**config.mk**
```make
export PLATFORM = sky130hd
export DESIGN_NAME = spi_slave_rx
export DESIGN_NICKNAME = d
export VERILOG_FILES = /design/src/rtl/spi_slave_rx.sv
export SDC_FILE = /design/constraint.sdc
export NUM_CORES = 1
export LEC_CHECK = 0
export ABC_AREA = 1
export BUFFER_PORTS_ARGS = -buffer_cell sky130_fd_sc_hd__buf_4
export CELL_PAD_IN_SITES_DETAIL_PLACEMENT = 1
export CELL_PAD_IN_SITES_GLOBAL_PLACEMENT = 1
export CORE_ASPECT_RATIO = 0.5
export CORE_UTILIZATION = 51
export CTS_BUF_LIST = sky130_fd_sc_hd__clkbuf_4 sky130_fd_sc_hd__clkbuf_8
export DETAILED_ROUTE_END_ITERATION = 12
export PLACE_DENSITY_LB_ADDON = 0.1
export SLEW_MARGIN = 20
export SYNTH_ARGS = -nofsm -noshare
export SYNTH_HDL_FRONTEND = slang
export SYNTH_SLANG_ARGS = --single-unit
```
**constraint.sdc**
```tcl
create_clock -name clk_i -period 2 [get_ports clk_i]
set_input_delay 0.4 -clock clk_i [delete_from_list [all_inputs] [get_ports clk_i]]
set_output_delay 0.4 -clock clk_i [all_outputs]
set_load 0.01 [all_outputs]
```
**src/rtl/spi_slave_rx.sv**
```systemverilog
// spi_slave_rx
// Receive-side endpoint of a write-only SPI link (mode 0, MSB first).
// The three SPI lines are oversampled in the clk_i domain. Each completed
// word is presented on a valid/ready port.
//
// Ports:
//   clk_i          system clock, at least 4x the spi_sclk frequency
//   rst_ni         asynchronous active-low reset
//   spi_sclk       SPI clock (idle low, data sampled on the rising edge)
//   spi_sdo        serial data from the master, MSB first
//   spi_cs         chip select, active low
//   frame_data_o   received word
//   frame_valid_o  word available
//   frame_ready_i  consumer accepts the word
//   frame_err_o    one-cycle pulse when spi_cs rises mid-frame
//   overrun_o      sticky; a word was dropped because the output was full
//   clr_i          synchronous clear of overrun_o
//   frame_cnt_o    count of words loaded into the output register (wraps)
//   busy_o         high while the deframer is in SHIFT
module spi_slave_rx #(
  parameter int FRAME_W = 16,
  parameter int CNT_W   = 8
) (
  input  logic               clk_i,
  input  logic               rst_ni,
  input  logic               spi_sclk,
  input  logic               spi_sdo,
  input  logic               spi_cs,
  output logic [FRAME_W-1:0] frame_data_o,
  output logic               frame_valid_o,
  input  logic               frame_ready_i,
  output logic               frame_err_o,
  output logic               overrun_o,
  input  logic               clr_i,
  output logic [CNT_W-1:0]   frame_cnt_o,
  output logic               busy_o
);

  localparam int BC_W = $clog2(FRAME_W + 1);

  typedef enum logic {
    IDLE,
    SHIFT
  } state_t;

  logic sclk_m, sclk_s, sclk_prev;
  logic sdo_m, sdo_s;
  logic cs_m, cs_s;
  logic rise;

  state_t             state, state_n;
  logic [BC_W-1:0]    bit_cnt, bit_cnt_n;
  logic [FRAME_W-1:0] shreg, shreg_n;
  logic [FRAME_W-1:0] word_q, word_n;
  logic               offer_q, offer_n;
  logic               err_n;

  // Two-flop synchronizers. sclk has a third flop for edge detection.
  // cs resets to its inactive (high) level.
  always_ff @(posedge clk_i or negedge rst_ni) begin
    if (!rst_ni) begin
      sclk_m    <= 1'b0;
      sclk_s    <= 1'b0;
      sclk_prev <= 1'b0;
      sdo_m     <= 1'b0;
      sdo_s     <= 1'b0;
      cs_m      <= 1'b1;
      cs_s      <= 1'b1;
    end else begin
      sclk_m    <= spi_sclk;
      sclk_s    <= sclk_m;
      sclk_prev <= sclk_s;
      sdo_m     <= spi_sdo;
      sdo_s     <= sdo_m;
      cs_m      <= spi_cs;
      cs_s      <= cs_m;
    end
  end

  assign rise = sclk_s & ~sclk_prev;

  // Deframer state. A completed word is held in word_q for one cycle
  // (offer_q) before it reaches the output register.
  always_ff @(posedge clk_i or negedge rst_ni) begin
    if (!rst_ni) begin
      state       <= IDLE;
      bit_cnt     <= '0;
      shreg       <= '0;
      word_q      <= '0;
      offer_q     <= 1'b0;
      frame_err_o <= 1'b0;
    end else begin
      state       <= state_n;
      bit_cnt     <= bit_cnt_n;
      shreg       <= shreg_n;
      word_q      <= word_n;
      offer_q     <= offer_n;
      frame_err_o <= err_n;
    end
  end

  // CS deassertion takes priority over a coincident sclk rise. That bit
  // is dropped, and the exit is judged on the count before that bit.
  always_comb begin
    state_n   = state;
    bit_cnt_n = bit_cnt;
    shreg_n   = shreg;
    word_n    = word_q;
    offer_n   = 1'b0;
    err_n     = 1'b0;
    unique case (state)
      IDLE: begin
        bit_cnt_n = '0;
        shreg_n   = '0;
        if (!cs_s) state_n = SHIFT;
      end
      SHIFT: begin
        if (cs_s) begin
          state_n   = IDLE;
          err_n     = (bit_cnt != '0);
          bit_cnt_n = '0;
          shreg_n   = '0;
        end else if (rise) begin
          shreg_n = {shreg[FRAME_W-2:0], sdo_s};
          if (bit_cnt == BC_W'(FRAME_W - 1)) begin
            bit_cnt_n = '0;
            offer_n   = 1'b1;
            word_n    = {shreg[FRAME_W-2:0], sdo_s};
          end else begin
            bit_cnt_n = bit_cnt + BC_W'(1);
          end
        end
      end
      default: state_n = IDLE;
    endcase
  end

  assign busy_o = (state == SHIFT);

  // Output register. A word is dropped if the register still holds an
  // unaccepted word. A dropped word leaves the data and the count untouched.
  always_ff @(posedge clk_i or negedge rst_ni) begin
    if (!rst_ni) begin
      frame_data_o  <= '0;
      frame_valid_o <= 1'b0;
      frame_cnt_o   <= '0;
    end else if (offer_q && (!frame_valid_o || frame_ready_i)) begin
      frame_data_o  <= word_q;
      frame_valid_o <= 1'b1;
      frame_cnt_o   <= frame_cnt_o + CNT_W'(1);
    end else if (frame_valid_o && frame_ready_i) begin
      frame_valid_o <= 1'b0;
    end
  end

  // A new overrun wins over a simultaneous clear.
  always_ff @(posedge clk_i or negedge rst_ni) begin
    if (!rst_ni) begin
      overrun_o <= 1'b0;
    end else if (offer_q && frame_valid_o && !frame_ready_i) begin
      overrun_o <= 1'b1;
    end else if (clr_i) begin
      overrun_o <= 1'b0;
    end
  end

endmodule

```
# Yosys cells after proc, flatten, opt, wreduce, memory -nomap -nowiden
# Cells that the tools add are included.
[totals]
reg_bits = 72
word_cells = 54
[op_classes]
addsub = 2
eq_ne = 2
mux = 18
bitwise_logic = 4
reduce_logical = 11
[ops]
columns = ["operator", "n"]
rows = [
  ["$mux 15", 2],
  ["$pmux 15 s2", 1],
  ["$mux 5", 3],
  ["$mux 1", 11],
  ["$pmux 5 s2", 1],
  ["$add 8x1->8 const B", 1],
  ["$add 5x1->5 const B", 1],
  ["$eq 5x4->1 const B", 1],
  ["$reduce_bool 5->1", 1],
  ["$logic_and 1x1->1", 4],
  ["$reduce_and 4->1", 1],
  ["$reduce_bool 2->1", 2],
  ["$ne 3x3->1 const B", 1],
  ["$not 1->1", 3],
  ["$logic_not 1->1", 2],
  ["$and 1x1->1", 1],
  ["$logic_or 1x1->1", 1],
]

# Logic depth before layout (Yosys ltp)
[logic_depth]
word_depth = 5
depth_mapped = 8
mapped_depth_nobuf = 7

# Least setup slack after synthesis
# OpenSTA, ideal clock, no wires.
[synth_timing]
path_type = "reg2reg"
start = "register bit_cnt[0]"
end = "register word_q[13]"
setup_ns = 0.118
t_arrival_ns = 1.079
t_required_ns = 1.882
path_slack_ns = 0.802
stages_incl_launch_ff = 8
path_cell_list = "dfrtp_1 -> ha_1 -> nand3_2 -> nor2_4 -> nand2_4 -> buf_6 -> nand2_2 -> o21ai_2"
[synth_via]
elab_chain_len = 2
[synth_lines]
columns = ["item", "line_no", "rtl"]
rows = [
  ["start, declared", "52", "logic [BC_W-1:0] bit_cnt, bit_cnt_n;"],
  ["start signal, assigned", "94", "bit_cnt <= bit_cnt_n;"],
  ["$eq 5x4->1", "125", "if (bit_cnt == BC_W'(FRAME_W - 1)) begin"],
  ["$reduce_and 4->1 (no line)", "n/a", ""],
  ["end signal, assigned", "96", "word_q <= word_n;"],
  ["end, declared", "54", "logic [FRAME_W-1:0] word_q, word_n;"],
]
# No other way between the ends.
# A chain may end at the register's enable or synchronous reset.

# Worst setup path in the final report
[layout_timing]
start = "register bit_cnt[0]"
end = "register word_q[9]"
# Same word-level chain as after synthesis.

==> results_dict.tcl <==
set metrics [dict create \
    ys_seq_area_share_pct 62.72 \
    hold_class "input port to asynchronous set/reset pin" \
    post_cts_buffers 0 \
    path_cells "ha_1 > nand3_2 > nor2_4 > nand2_4 > nand2_1 > o21ai_2" \
    synth_area_leader_cell "dfrtp_1" \
    reg2reg_to "word_q[9]" \
    grt_max_degree 41 \
    r2r-start "bit_cnt[0]" \
    synthSimpleGateAreaFrac_pct 16.88 \
    slew_violations 0 \
    synth_cell_types 24 \
    grt_pass1_wl_um 10270 \
    switchingPower_uw 549.0 \
    finClkSkew_ps 8.253 \
    p_seq_share_pct 57.9 \
    start_util_pct 55.53 \
    ys.flop_type "dfrtp_1" \
    crit_fanout 33 \
    yosysWarnings 0 \
    ys_ff_latch 72 \
    antenna_found_initial 0 \
    synth_compound_area_share_pct 9.961 \
    drt-wirelength-per-cell_um 16.48 \
    grt_setup_unrepaired "no" \
    core_area_um2 5180 \
    end_kind "register" \
    swShare_pct 21.56 \
    async_flop_share_pct 100.0 \
    cts_htree_levels 3 \
    synthXorXnorAreaFrac_pct 1.827 \
    numPortBuffers 34 \
    multi_input_area_um2 862.1 \
    syn-num-nets 280 \
    overflow 0 \
    max_freq_mhz 650.5 \
    synth_edf_count 0 \
    post-route-period-util_pct 76.87 \
    crit_type "register to register" \
    grt_use_total_pct 24.28 \
    path_clk_slew_ps 70 \
    synth_mux_area_share_pct 0 \
    cts_buffers 9 \
    grt_pass1_vias 2141 \
    cts_tree "done" \
    netlist_instances 270 \
    wirelength_um 6297 \
    tightest_slew_ps 545.6 \
    required_ps 2220 \
    max_cap_violations 0 \
    netlist_area_um2 2877 \
    slowest_stage "dfrtp_1" \
    root_buffer "clkbuf_8" \
    period_minus_slack_ps 1537 \
    cts_hold_buf 0 \
    areaGrowthSynthToFinish_pct 15.75 \
    synthAdderAreaFrac_pct 1.305 \
    synth_top_area_share_pct 60.90 \
    ant_nets 0 \
    dr.pass1.iters 5 \
    leakagePower_nw 1.716 \
    vias 2003 \
    hold_viol 0 \
    pin_count 35 \
    drive_above_1_share_pct 27.56 \
    place_hpwl_um 4027 \
    dieArea_um2 5963 \
    start_kind "register" \
    syn_avg_cell_area_um2 10.65 \
    nFillCells 574 \
    outcome "completed" \
    crit_path_max_incr_delay_ps 380 \
    gp_congestion 0.7473 \
    power.density_nw_per_um2 764.9 \
    synthTopCellsByArea "dfrtp_1 (61%), nand2_1 (11%), o21ai_2 (4.9%)" \
    drtIter0Drc 94 \
    ff_latch_area_um2 1804 \
    synth.most_common_cell "nand2_1" \
    holdWs_ps 30.01 \
    final.setup.tns_ps 0 \
    die_x_um 108.2 \
    r2r_slack_ps 460 \
    clock_path_buffers 2 \
    pwr-share-comb_pct 2.9 \
    clock_sinks 72 \
    pwr-share-clk_pct 39.3 \
    synth_top_family_by_area "simple AND/OR/NAND/NOR gates" \
    final_nets 319 \
    n_antenna_cell 0 \
    cts_resized 0 \
    drc_errors 0 \
    rr_worst_depth 6 \
    slew_headroom_pct 63.63 \
    via_per_inst 5.243 \
    ys_top_cells_by_count "nand2_1 (84), dfrtp_1 (70), inv_1 (32)" \
    ir_drop_mv 0.4972 \
    intPower_mw 1.998 \
    insertion_delay_ps 350 \
    setup_viol 0 \
    rows 18 \
    die_h_um 55.11 \
    cp.arrival_ps 1750 \
]
-- critical path: cells and delay by family, from the launching register on --
kind,cells,cell delay [ps]
AND/OR/NAND/NOR,4,730
AO/OA/AOI/OAI,1,80
flip-flops,1,380
adder cells (fa/ha/maj),1,220
-- routing by layer --
metal  GRT usage (%)  vias up  routed length [µm]
met5               0        -                   0
met4           8.447        0                 129
met3           8.899       13                 291
met2           45.01       47                3215
met1           26.77     1021                2661
li1                -      922                   -
-- cells in the final DEF (no fill, tap or decap) --
| cell type | count |
|---|---|
| buf_4 | 35 |
| o22ai_1 | 17 |
| clkbuf_8 | 10 |
| nor2_2 | 3 |
| o21ai_2 | 16 |
| buf_12 | 1 |
| a41oi_1 | 1 |
| inv_1 | 32 |
| xor2_1 | 3 |
| nor2_4 | 2 |
| nand3_2 | 1 |
| nand2_1 | 84 |
| dfstp_2 | 2 |
| nand3b_1 | 2 |
| clkbuf_4 | 3 |
| dfrtp_1 | 70 |
| nand3_1 | 6 |
| a21oi_4 | 1 |
| inv_2 | 2 |
| clkinv_2 | 1 |
| xnor2_1 | 3 |
| ha_1 | 3 |
| a21oi_1 | 1 |
| nand2_4 | 2 |
| nand2_2 | 7 |
| o21ai_0 | 2 |
| nor2_1 | 2 |
-- power by group through the flow --
stage	logic (mW)	clock network (mW)	registers, mW
6_report	0.0726	1.00	1.47
5_1_grt	0.0830	1.08	1.47
4_1_cts	0.0750	1.03	1.47
3_5_place_dp	0.0745	0	1.50
3_3_place_gp	0.0712	0	1.50
2_1_floorplan	0.0248	0	1.50
-- worst max path at each step --
| stage | startpoint | endpoint | slack [ps] | depth (start not counted) |
|---|---|---|---|---|
| finish | bit_cnt[0] | word_q[9] | 460 | 6 |
| CTS | bit_cnt[0] | word_q[9] | 460 | 6 |
| detailed placement | frame_ready_i | frame_cnt_o[7] | 420 | 8 |
| global route | bit_cnt[0] | word_q[9] | 380 | 6 |
| global placement | frame_ready_i | frame_cnt_o[7] | 540 | 8 |
| floorplan | bit_cnt[0] | word_q[13] | 800 | 7 |
-- registers in the layout, indices dropped and copies added, names as in the netlist, 5 cells and up --
name	flops
frame_data_o	16
word_q	16
bit_cnt	5
shreg	15
frame_cnt_o	8
-- cells by family (layout without fill, tap and decap cells) --
kind of cell    count (synthesis)  after routing
simple gates                  109            109
flops                          72             72
buf+inv                        42             84
compound gates                 38             38
xor+xnor                        6              6
fa+ha+maj                       3              3
-- per-stage QoR --
step           util [%]  worst slack (ps)  cells  total power [mW]  cell area, µm²
2_1_floorplan         -             802.4    270             1.525            2877
3_3_place_gp      61.09             537.1    368             1.571            3164
3_5_place_dp      61.09             423.5    368             1.575            3164
4_1_cts           64.28             455.8    382             2.575            3329
5_1_grt           64.28             375.9    382             2.637            3329
6_report          64.28             462.6    382             2.547            3329
-- layout make-up --
class / instances / share of cell area [%]
Tap cell: 70 / 2.631
Clock inverter: 1 / 0.1503
Timing Repair Buffer: 36 / 8.493
Inverter: 34 / 3.833
Clock buffer: 13 / 4.810
Multi-Input combinational cell: 156 / 25.89
Sequential cell: 72 / 54.19
No activity file was read; power rests on OpenSTA's default activity.
